==> src/rtl/uart_rx_button_if.sv <==
// -----------------------------------------------------------------------------
// uart_rx_button_if
//   Bundles the serial line, received-byte strobe and decoded button vector of
//   the UART-to-button front end.
//
//   Handshake: rx_valid and frame_err are one-cycle strobes with no ready or
//   back-pressure. rx_data is valid in the cycle rx_valid is high and holds
//   that value until the next good frame. Bytes are never buffered, so a
//   consumer that misses the strobe loses the byte.
//
//   Signals
//     rx         serial input, idle high (driven by master)
//     rx_data    last good byte received
//     rx_valid   one-cycle strobe, rx_data valid in the same cycle
//     frame_err  one-cycle strobe on bad stop bit (or parity error if enabled)
//     button     decoded key pulse: [0]=left [1]=drop [2]=rotate [3]=right
//     busy       high whenever the receiver FSM is not idle
//     state_dbg  raw FSM state encoding for observation
//
//   Modports
//     master  host / bench side: drives rx, observes everything else
//     slave   receiver side: consumes rx, drives everything else
// -----------------------------------------------------------------------------
interface uart_rx_button_if;
   logic       rx;
   logic [7:0] rx_data;
   logic       rx_valid;
   logic       frame_err;
   logic [3:0] button;
   logic       busy;
   logic [2:0] state_dbg;

   modport master (
      output rx,
      input  rx_data, rx_valid, frame_err, button, busy, state_dbg
   );

   modport slave (
      input  rx,
      output rx_data, rx_valid, frame_err, button, busy, state_dbg
   );
endinterface

==> src/rtl/uart_rx_button.sv <==
// -----------------------------------------------------------------------------
// uart_rx_button
//   Serial-to-button front end for the tetris game core. Receives UART bytes
//   (8N1 by default), presents each good byte with a one-cycle strobe and
//   decodes the keys a/s/w/d into PULSE_LEN-cycle pulses on a 4-bit button
//   vector that is ORed with the physical push-buttons upstream.
//
//   Parameters
//     CLKS_PER_BIT  clk cycles per UART bit (>= 4)
//     PULSE_LEN     cycles a decoded button bit stays high (>= 1)
//
//   Ports
//     clk    system clock, rising edge
//     reset  synchronous, active-high
//     bus    uart_rx_button_if.slave (rx in; rx_data, rx_valid, frame_err,
//            button, busy, state_dbg out)
//
//   Configuration macro
//     PARITY_EN  when defined the frame is 8E1: a PARITY state samples one
//                extra bit and an odd overall XOR of data+parity raises
//                frame_err instead of rx_valid. Undefined: plain 8N1.
// -----------------------------------------------------------------------------
module uart_rx_button #(
   parameter int CLKS_PER_BIT = 868,
   parameter int PULSE_LEN    = 4
) (
   input logic             clk,
   input logic             reset,
   uart_rx_button_if.slave bus
);

   localparam int CW = $clog2(CLKS_PER_BIT);
   localparam int PW = (PULSE_LEN > 1) ? $clog2(PULSE_LEN) : 1;

   localparam logic [CW-1:0] CNT_HALF = CW'(CLKS_PER_BIT / 2 - 1);
   localparam logic [CW-1:0] CNT_FULL = CW'(CLKS_PER_BIT - 1);
   localparam logic [PW-1:0] PULSE_MAX = PW'(PULSE_LEN - 1);

`ifdef PARITY_EN
   typedef enum logic [2:0] {
      S_IDLE   = 3'd0,
      S_START  = 3'd1,
      S_DATA   = 3'd2,
      S_PARITY = 3'd3,
      S_STOP   = 3'd4,
      S_BREAK  = 3'd5
   } state_t;
`else
   typedef enum logic [2:0] {
      S_IDLE  = 3'd0,
      S_START = 3'd1,
      S_DATA  = 3'd2,
      S_STOP  = 3'd4,
      S_BREAK = 3'd5
   } state_t;
`endif

   state_t          state_q, state_d;
   logic            rx_meta_q, rx_s_q;
   logic [CW-1:0]   cnt_q, cnt_d;
   logic [2:0]      bit_idx_q, bit_idx_d;
   logic [7:0]      shift_q, shift_d;
   logic [7:0]      rx_data_q, rx_data_d;
   logic            rx_valid_q, rx_valid_d;
   logic            frame_err_q, frame_err_d;
   logic [3:0]      button_q, button_d;
   logic [PW-1:0]   pulse_q, pulse_d;
`ifdef PARITY_EN
   logic            par_err_q, par_err_d;
`endif

   logic            cnt_zero;
   logic [3:0]      key_code;

   assign cnt_zero = (cnt_q == '0);

   // ---------------------------------------------------------------- registers
   always_ff @(posedge clk) begin
      if (reset) begin
         // Synchronizer preloads idle-high so reset never looks like a start bit.
         rx_meta_q   <= 1'b1;
         rx_s_q      <= 1'b1;
         state_q     <= S_IDLE;
         cnt_q       <= '0;
         bit_idx_q   <= '0;
         shift_q     <= '0;
         rx_data_q   <= '0;
         rx_valid_q  <= 1'b0;
         frame_err_q <= 1'b0;
         button_q    <= '0;
         pulse_q     <= '0;
`ifdef PARITY_EN
         par_err_q   <= 1'b0;
`endif
      end else begin
         rx_meta_q   <= bus.rx;
         rx_s_q      <= rx_meta_q;
         state_q     <= state_d;
         cnt_q       <= cnt_d;
         bit_idx_q   <= bit_idx_d;
         shift_q     <= shift_d;
         rx_data_q   <= rx_data_d;
         rx_valid_q  <= rx_valid_d;
         frame_err_q <= frame_err_d;
         button_q    <= button_d;
         pulse_q     <= pulse_d;
`ifdef PARITY_EN
         par_err_q   <= par_err_d;
`endif
      end
   end

   // ---------------------------------------------------------------- next state
   always_comb begin
      state_d = state_q;
      case (state_q)
         S_IDLE:  if (!rx_s_q) state_d = S_START;
         // A start bit that is high again at its centre was a glitch.
         S_START: if (cnt_zero) state_d = rx_s_q ? S_IDLE : S_DATA;
`ifdef PARITY_EN
         S_DATA:   if (cnt_zero && bit_idx_q == 3'd7) state_d = S_PARITY;
         S_PARITY: if (cnt_zero) state_d = S_STOP;
`else
         S_DATA:   if (cnt_zero && bit_idx_q == 3'd7) state_d = S_STOP;
`endif
         // A low stop bit parks in BREAK so a held-low line reports only once.
         S_STOP:  if (cnt_zero) state_d = rx_s_q ? S_IDLE : S_BREAK;
         S_BREAK: if (rx_s_q) state_d = S_IDLE;
         default: state_d = S_IDLE;
      endcase
   end

   // ---------------------------------------------------------------- datapath / outputs
   always_comb begin
      cnt_d       = cnt_q;
      bit_idx_d   = bit_idx_q;
      shift_d     = shift_q;
      rx_data_d   = rx_data_q;
      rx_valid_d  = 1'b0;
      frame_err_d = 1'b0;
`ifdef PARITY_EN
      par_err_d   = par_err_q;
`endif

      case (state_q)
         S_IDLE: begin
            // Half a bit to land on the centre of the start bit.
            if (!rx_s_q) cnt_d = CNT_HALF;
         end
         S_START: begin
            if (cnt_zero) begin
               cnt_d     = CNT_FULL;
               bit_idx_d = '0;
            end else begin
               cnt_d = cnt_q - 1'b1;
            end
         end
         S_DATA: begin
            if (cnt_zero) begin
               shift_d   = {rx_s_q, shift_q[7:1]};   // LSB arrives first
               bit_idx_d = bit_idx_q + 3'd1;
               cnt_d     = CNT_FULL;
            end else begin
               cnt_d = cnt_q - 1'b1;
            end
         end
`ifdef PARITY_EN
         S_PARITY: begin
            if (cnt_zero) begin
               // Even parity: data bits plus parity bit must XOR to zero.
               par_err_d = ^{shift_q, rx_s_q};
               cnt_d     = CNT_FULL;
            end else begin
               cnt_d = cnt_q - 1'b1;
            end
         end
`endif
         S_STOP: begin
            if (cnt_zero) begin
               if (!rx_s_q) begin
                  frame_err_d = 1'b1;
`ifdef PARITY_EN
               end else if (par_err_q) begin
                  frame_err_d = 1'b1;
`endif
               end else begin
                  rx_data_d  = shift_q;
                  rx_valid_d = 1'b1;
               end
            end else begin
               cnt_d = cnt_q - 1'b1;
            end
         end
         default: ;
      endcase
   end

   // ---------------------------------------------------------------- key decode
   always_comb begin
      case (rx_data_q)
         8'h61:   key_code = 4'b0001;   // 'a' left
         8'h73:   key_code = 4'b0010;   // 's' drop
         8'h77:   key_code = 4'b0100;   // 'w' rotate
         8'h64:   key_code = 4'b1000;   // 'd' right
         default: key_code = 4'b0000;   // anything else cancels a live pulse
      endcase
   end

   always_comb begin
      button_d = button_q;
      pulse_d  = pulse_q;
      if (rx_valid_q) begin
         button_d = key_code;
         pulse_d  = PULSE_MAX;
      end else if (button_q != 4'b0000) begin
         if (pulse_q == '0) button_d = 4'b0000;
         else               pulse_d  = pulse_q - 1'b1;
      end
   end

   assign bus.rx_data   = rx_data_q;
   assign bus.rx_valid  = rx_valid_q;
   assign bus.frame_err = frame_err_q;
   assign bus.button    = button_q;
   assign bus.busy      = (state_q != S_IDLE);
   assign bus.state_dbg = state_q;

endmodule

==> src/flat_wrapper.sv <==
// flat-port wrapper written by rule: the top's interface ports become plain ports
module uart_rx_button_flat 
#(
   parameter int CLKS_PER_BIT = 868,
   parameter int PULSE_LEN    = 4
)
  (clk, reset, bus_rx, bus_rx_data, bus_rx_valid, bus_frame_err, bus_button, bus_busy, bus_state_dbg);
  uart_rx_button_if bus_i ();
  input logic clk;
  input logic reset;
  input wire logic [$bits(bus_i.rx)-1:0] bus_rx;
  output wire logic [$bits(bus_i.rx_data)-1:0] bus_rx_data;
  output wire logic [$bits(bus_i.rx_valid)-1:0] bus_rx_valid;
  output wire logic [$bits(bus_i.frame_err)-1:0] bus_frame_err;
  output wire logic [$bits(bus_i.button)-1:0] bus_button;
  output wire logic [$bits(bus_i.busy)-1:0] bus_busy;
  output wire logic [$bits(bus_i.state_dbg)-1:0] bus_state_dbg;
  assign bus_i.rx = bus_rx;
  assign bus_rx_data = bus_i.rx_data;
  assign bus_rx_valid = bus_i.rx_valid;
  assign bus_frame_err = bus_i.frame_err;
  assign bus_button = bus_i.button;
  assign bus_busy = bus_i.busy;
  assign bus_state_dbg = bus_i.state_dbg;
  uart_rx_button #(.CLKS_PER_BIT(CLKS_PER_BIT), .PULSE_LEN(PULSE_LEN)) u_core (.clk(clk), .reset(reset), .bus(bus_i));
endmodule
==> config.mk <==
export PLATFORM = sky130hd
export DESIGN_NAME = uart_rx_button_flat
export DESIGN_NICKNAME = d
export VERILOG_FILES = /design/src/rtl/uart_rx_button_if.sv /design/src/rtl/uart_rx_button.sv /design/src/flat_wrapper.sv
export SDC_FILE = /design/constraint.sdc
export NUM_CORES = 1
export LEC_CHECK = 0
export ABC_AREA = 1
export CAP_MARGIN = 20
export CELL_PAD_IN_SITES_DETAIL_PLACEMENT = 2
export CELL_PAD_IN_SITES_GLOBAL_PLACEMENT = 2
export CORE_MARGIN = 2
export CORE_UTILIZATION = 32
export CTS_BUF_LIST = sky130_fd_sc_hd__clkbuf_8
export CTS_CLUSTER_SIZE = 14
export DETAILED_ROUTE_END_ITERATION = 8
export GPL_TIMING_DRIVEN = 0
export PLACE_DENSITY_LB_ADDON = 0.1
export SLEW_MARGIN = 20
export SYNTH_ARGS = -nofsm -noshare
export SYNTH_HDL_FRONTEND = slang
export SYNTH_SLANG_ARGS = --single-unit
==> constraint.sdc <==
create_clock -name clk -period 1.9 [get_ports clk]
set_input_delay 0.285 -clock clk [delete_from_list [all_inputs] [get_ports clk]]
set_output_delay 0.285 -clock clk [all_outputs]
set_load 0.01 [all_outputs]
## Word level (Yosys, flattened, before mapping)

Cells that the tools add are included.

| storage, ports and cells | value |
|---|---|
| bits in registers | 42 |
| RAM bits | 0 |
| bits of input ports | 3 |
| bits in latches | 0 |
| bits in read-only memories | 0 |
| output and inout bits | 18 |
| memories | 0 |
| word-level logic and storage cells | 76 |

| operators by class | value |
|---|---|
| divide/modulo/power cells | 0 |
| multipliers | 0 |
| add/sub/neg operators | 3 |
| equality and inequality tests | 17 |
| order comparisons | 0 |
| bitwise logic cells | 2 |
| shifts and indexed selects | 0 |
| muxes and demuxes | 24 |
| reductions and logical operators | 19 |

Operator list:

| cell | number |
|---|---|
| 8-bit by 7-bit equality test with 1-bit output (second input constant) | 4 |
| 10-bit 2-to-1 mux | 3 |
| 10-bit one-hot mux with 3 select lines | 1 |
| 3-bit 2-to-1 mux | 8 |
| 4-bit one-hot mux with 4 select lines | 1 |
| 3-bit one-hot mux with 5 select lines | 1 |
| 4-bit 2-to-1 mux | 3 |
| 2-bit by 1-bit != test with 1-bit output (second input constant) | 6 |
| 10-bit logical NOT | 1 |
| 10-bit by 1-bit subtractor with 10-bit output (second input constant) | 1 |
| 3-bit equality test (second input constant) | 3 |
| 3-bit AND reduction | 3 |
| 2-bit 2-to-1 mux | 4 |
| 3-bit one-hot mux with 2 select lines | 1 |
| 2-bit AND reduction | 3 |
| 2-bit nonzero test | 3 |
| 3-bit nonzero test | 2 |
| 5-bit AND reduction | 1 |
| 2-bit != test (second input constant) | 2 |
| 4-bit nonzero test | 1 |
| 3-bit by 1-bit adder with 3-bit output (second input constant) | 1 |
| 3-bit by 1-bit equality test with 1-bit output (second input constant) | 1 |
| 3-bit by 2-bit equality test with 1-bit output (second input constant) | 1 |
| 3-bit logical NOT | 1 |
| other kinds (7) | 9 |

## Longest topological paths before layout

| logic depth | value |
|---|---|
| depth in word-level cells | 4 |
| gate-level depth with buffers | 11 |
| depth with buffers taken out | 10 |

## Worst setup path before layout

Ideal clock, no wire load.

| path | value |
|---|---|
| kind | register -> register |
| from | reg u_core.cnt_q[0] |
| to | reg u_core.rx_data_q[5] (netlist: u_core.bus.rx_data[5]) |
| library setup time | 0.116 ns |
| stages on the path, launching flop included | 10 |
| path buffers | 0 |
| required time | 1.784 ns |
| arrival | 1.355 ns |
| path slack | 0.430 ns |
| clock period less this slack | 1.470 ns |
| path through | dfxtp_1 inv_1 ha_1 nand3_2 nor2_4 nand3_2 nor2_4 inv_2 nor2_1 nor2_1 |

| between the ends | value |
|---|---|
| cells in the longest elaborated chain, start to end | 2 |

Ends and longest elaborated chain:

| what | line | RTL |
|---|---|---|
| start: declaration | uart_rx_button.sv:60 | `logic [CW-1:0] cnt_q, cnt_d;` |
| start signal: assignment | uart_rx_button.sv:99 | `cnt_q <= cnt_d;` |
| 10-bit logical NOT | uart_rx_button.sv:75 | `assign cnt_zero = (cnt_q == '0);` |
| 3-bit AND reduction (no source line) | - |  |
| end signal: assignment | uart_rx_button.sv:102 | `rx_data_q <= rx_data_d;` |
| end: declaration | uart_rx_button.sv:63 | `logic [7:0] rx_data_q, rx_data_d;` |

No other way between the ends.
A chain may end at the register's enable or synchronous reset.

## Worst setup path in the final report

| path | value |
|---|---|
| from | reg u_core.state_q[0] (netlist: u_core.bus.state_dbg[0]) |
| to | out bus_busy |

| between the ends | value |
|---|---|
| cells in the longest elaborated chain, start to end | 1 |

Ends and longest elaborated chain:

| what | line | RTL |
|---|---|---|
| start: declaration | uart_rx_button.sv:58 | `state_t state_q, state_d;` |
| start signal: assignment | uart_rx_button.sv:98 | `state_q <= state_d;` |
| 3-bit nonzero test | uart_rx_button.sv:225 | `assign bus.busy = (state_q != S_IDLE);` |
| end: declaration | flat_wrapper.sv:16 | `output wire logic [$bits(bus_i.busy)-1:0] bus_busy;` |

No other way between the ends.

==> results.txt <==
The run finished with clean final reports. The path with the worst hold slack has its endpoint at u_core.rx_s_q. At the placement stage, the worst setup path has a slack of -0.157 ns. The maximum achievable frequency was 0.564 GHz; the cell area power density was 1430 mW/mm^2. The tools report the area of the mapped netlist as 0.00204 sq mm. The first-pass GRT wire length is 10.7 mm, and the largest stage delay on the critical path is 0.53 ns.

The synthesized design devotes to its leading area cell type 41.2% of total area. The worst IR drop on VDD is 480 uV. The via count of the first global-routing pass is 2273, and the register clock-pin slew on the reported worst setup and hold paths is 0.08 ns. Setup repair after global routing left no endpoint under its margin. The post-route netlist has 9.17% of its cells at a drive strength greater than 1.

After Yosys synthesis, and, or, nand and nor cells account for 37.0% of the synthesized area. The tools report the final number of setup-violating endpoints as 0. For this block, the initial DRC count from the detailed router was 39.

Standard-cell row count: 29. Startpoint of the most critical setup path: u_core.bus.state_dbg[0]. The kind of start point of the critical path is a flip-flop. TritonCTS built the clock tree. The later pin in the worst-skew pair is clocked with a latency of 0.30 ns. Across all setup checks in the final design, the least slack found is 0.125 ns. Yosys attributes the largest share of cell area to sky130_fd_sc_hd__dfxtp_1, sky130_fd_sc_hd__nand2_1, sky130_fd_sc_hd__nor2_1. Ratio of routed vias to standard cells: 4.89. Before antenna repair, the detailed router went through 4 iterations. The final antenna diode count is 0, and the synthesis warning total is 0. The analysis attributes to cell leakage a power of 1.17 nW. The type of element capturing the critical path was an output port. The number of buffers inserted by port buffering is 20, and the number of enable-type register cells in the synthesized netlist is 0. The number of nets in the synthesized netlist is 315. Category of the critical setup timing path: reg2out. The design draws 0.00360 W. The dominant combinational cell family by area after synthesis is simple AND/OR/NAND/NOR gates. The routed design could run at a clock period as short as 1.77 ns. For the core outline area, the log shows 0.00628 sq mm. Adding up every negative setup slack in the final design gives 0 ns. The longest clock path from root to sink contains 2 buffers. For the worst clock skew, the log shows 0.00742 ns.

The startpoint identified for the worst hold timing path is u_core.rx_meta_q. Distinct cell type count of the synthesized netlist: 24. The worst reg-to-reg path cell count is 9, and the via total after detailed routing is 2029.

In the synthesized netlist the dominant register cell turns out to be sky130_fd_sc_hd__dfxtp_1. The worst flop-to-flop path endpoint is u_core.bus.rx_data[6]. Dividing the detail-routed wire length by the instance count gives 14.5 um. The multiplexer area fraction after synthesis was 0%. The slowest stage cell on the critical path is sky130_fd_sc_hd__clkdlybuf4s50_1. Global routing used 18.9% of the available tracks across all layers. The critical path contains buffers and inverters numbering 3 combined.

Max-cap violations in this run came to 0. The run gives 0 as the number of antenna violations at the first check in global routing. The wire-length estimate of the detail-placed layout is 4.54 mm. The number of standard cells after synthesis is 308, and the data required time at the worst endpoint is 1.62 ns. The kind of cell adding the most delay to the critical path is buffers and inverters.

In this run the register-to-register setup slack is 0.22 ns. The share of the Yosys chip area taken by registers is 41.2%. The startpoint of the worst register-to-register path was u_core.cnt_q[0]. For the final number of max-transition violations, the log shows 0. The compound-cell area share of the yosys netlist works out to 10.4%. The path class of the tightest hold or removal check is reg2reg. The die area is 0.00704 sq mm, and the register bit total from synthesis is 42. The transition at the pin with the smallest max-transition slack was 0.565 ns. Largest area contributor in the synthesized netlist: sky130_fd_sc_hd__dfxtp_1. The final layout net count is 344, and the number of nets with antenna violations after detailed routing is 0.

The number of clock buffers inserted by TritonCTS is 5. Walking the worst path, the cells encountered are inv_1, nand2_2, nor2_2, inv_1, clkdlybuf4s50_1. The number of instances on the worst hold path is 1, and the initial core utilization is 32.5%. Of the total synthesized cell area, the portion taken by full adders, half adders and majority gates is 2.45%.

Most numerous cell on the critical path: sky130_fd_sc_hd__inv_1. During I/O placement, the number of pins put on the boundary was 21. The die is 83.9 um tall.

The floorplan step set the die width to 83.9 um. The worst pin sits at a relative slew slack of 62.3%. Critical path data arrival time: 1.49 ns.

Entering global routing, the biggest net connects 15 pins. After Yosys synthesis, XOR and XNOR cells account for 0.858% of the synthesized area. The maximum fanout along the worst path is 4, and the final count of hold timing violations is 0. Of the available clock period, the critical path in the final layout requires 93.4%. For the total wire length, the log shows 6.02 mm. Of all flip-flops after synthesis, the portion carrying an async set or reset was 0%. The area growth from synthesis to layout is 23.1%. Each instance of the synthesized netlist takes up on average 6.63 sq um.

The number of sinks on the clock net is 42, and the number of gates on the worst path with buffers counted is 5. The total congestion overflow was 0. Routability-driven placement finished with a final weighted congestion of 0.794. The cell chosen for the clock root is sky130_fd_sc_hd__clkbuf_8. In this run the cell area measured after placement is 0.00234 sq mm. The number of levels the H-tree was split into came out at 2. Summing all non-filler instances in the final layout gives an area of 0.00251 sq mm. In the routed design, unresolved DRC markers number 0.
[cell usage in the layout, fill, tap and decap left out, drive strengths merged]
master,n
nand2,80
nor2,64
dfxtp,42
inv,35
nand3,22
o21ai,22
clkdlybuf4s50,20
a21oi,18
clkbuf,8
ha,4
buf,4
nor3,3
nand4,3
or2,3
a31oi,2
nand3b,2
xor2,2
bufinv,2
clkinv,2
[area by class of cell]
cell class	count	area (sq um)
sequential	42	843
timing repair buffer	22	228
clock inverter	3	68.8
fill	789	3760
tap	77	96.3
multi-input combinational	225	1040
inverter	36	135
clock buffer	5	68.8
buffer	5	30.0
[report_power, final]
group          internal, W  switching (W)
combinational     0.000551        0.00104
sequential         0.00102       0.000132
clock             0.000527       0.000334
[sequential cells by signal (all words and copies together), names as in the netlist]
register / flops
u_core.rx_meta_q: 1
u_core.shift_q: 8
u_core.cnt_q: 10
u_core.bus.button: 4
u_core.pulse_q: 2
u_core.bus.frame_err: 1
u_core.rx_s_q: 1
u_core.bit_idx_q: 3
u_core.bus.state_dbg: 3
u_core.bus.rx_valid: 1
u_core.bus.rx_data: 8
[worst max-delay path by stage]
| stage | slack [ns] | to |
|---|---|---|
| after floorplan | 0.43 | u_core.bus.rx_data[5] |
| after global placement | -0.12 | u_core.bus.state_dbg[2] |
| after detailed placement | -0.16 | u_core.bus.rx_data[6] |
| after CTS | 0.01 | bus_busy |
| after global routing | 0.02 | u_core.bus.rx_data[0] |
| final | 0.13 | bus_busy |
[worst reg2reg max path, delay by kind of cell (launching register included)]
family / cells / cell delay (ns)
adders and majority gates: 1 / 0.26
DFF: 1 / 0.32
AOI/OAI and AO/OA: 1 / 0.08
and+or+nand+nor: 5 / 0.71
buffers and inverters: 2 / 0.25
[timing repair]
| item | CTS | global route |
|---|---|---|
| resized for setup | 1 | 4 |
| hold buffers | 0 | 0 |
| buffers inserted | 0 | 2 |
| pin swaps | 0 | 1 |
| endpoints found under the setup margin | 1 | 16 |
[metrics by stage]
| stage | hold WS [ns] | utilization, % | cells |
|---|---|---|---|
| floorplan | 0.354 | - | 308 |
| global placement | 0.396 | 37.3 | 405 |
| detailed placement | 0.405 | 37.3 | 405 |
| CTS | 0.425 | 39.5 | 413 |
| global route | 0.442 | 40.0 | 415 |
| finish | 0.418 | 40.0 | 415 |
[layer usage]
layer  up-vias  part of all wire [%]  global-route usage [%]
li1       1029                     -                       -
met1       980                    45                    22.1
met2        13                    52                    34.8
met3         7                   1.3                    3.26
met4         0                   1.3                    5.72
met5         -                     0                       0
[cell usage after synthesis, drive strengths merged (2+ instances only)]
cell type	number
nand2	80
nor2	64
dfxtp	42
inv	35
nand3	22
o21ai	22
a21oi	18
ha	4
clkbuf	3
nand4	3
nor3	3
or2	3
a31oi	2
buf	2
nand3b	2
xor2	2
[cell families (layout without fill, tap and decap cells)]
family | Yosys count | after routing
AO/OA/AOI/OAI | 42 | 42
XOR/XNOR | 2 | 2
adder cells (fa/ha/maj) | 4 | 4
buffers and inverters | 41 | 71
flip-flops | 42 | 42
AND/OR/NAND/NOR | 177 | 177
Note: power is estimated with default switching activity, not from simulation.
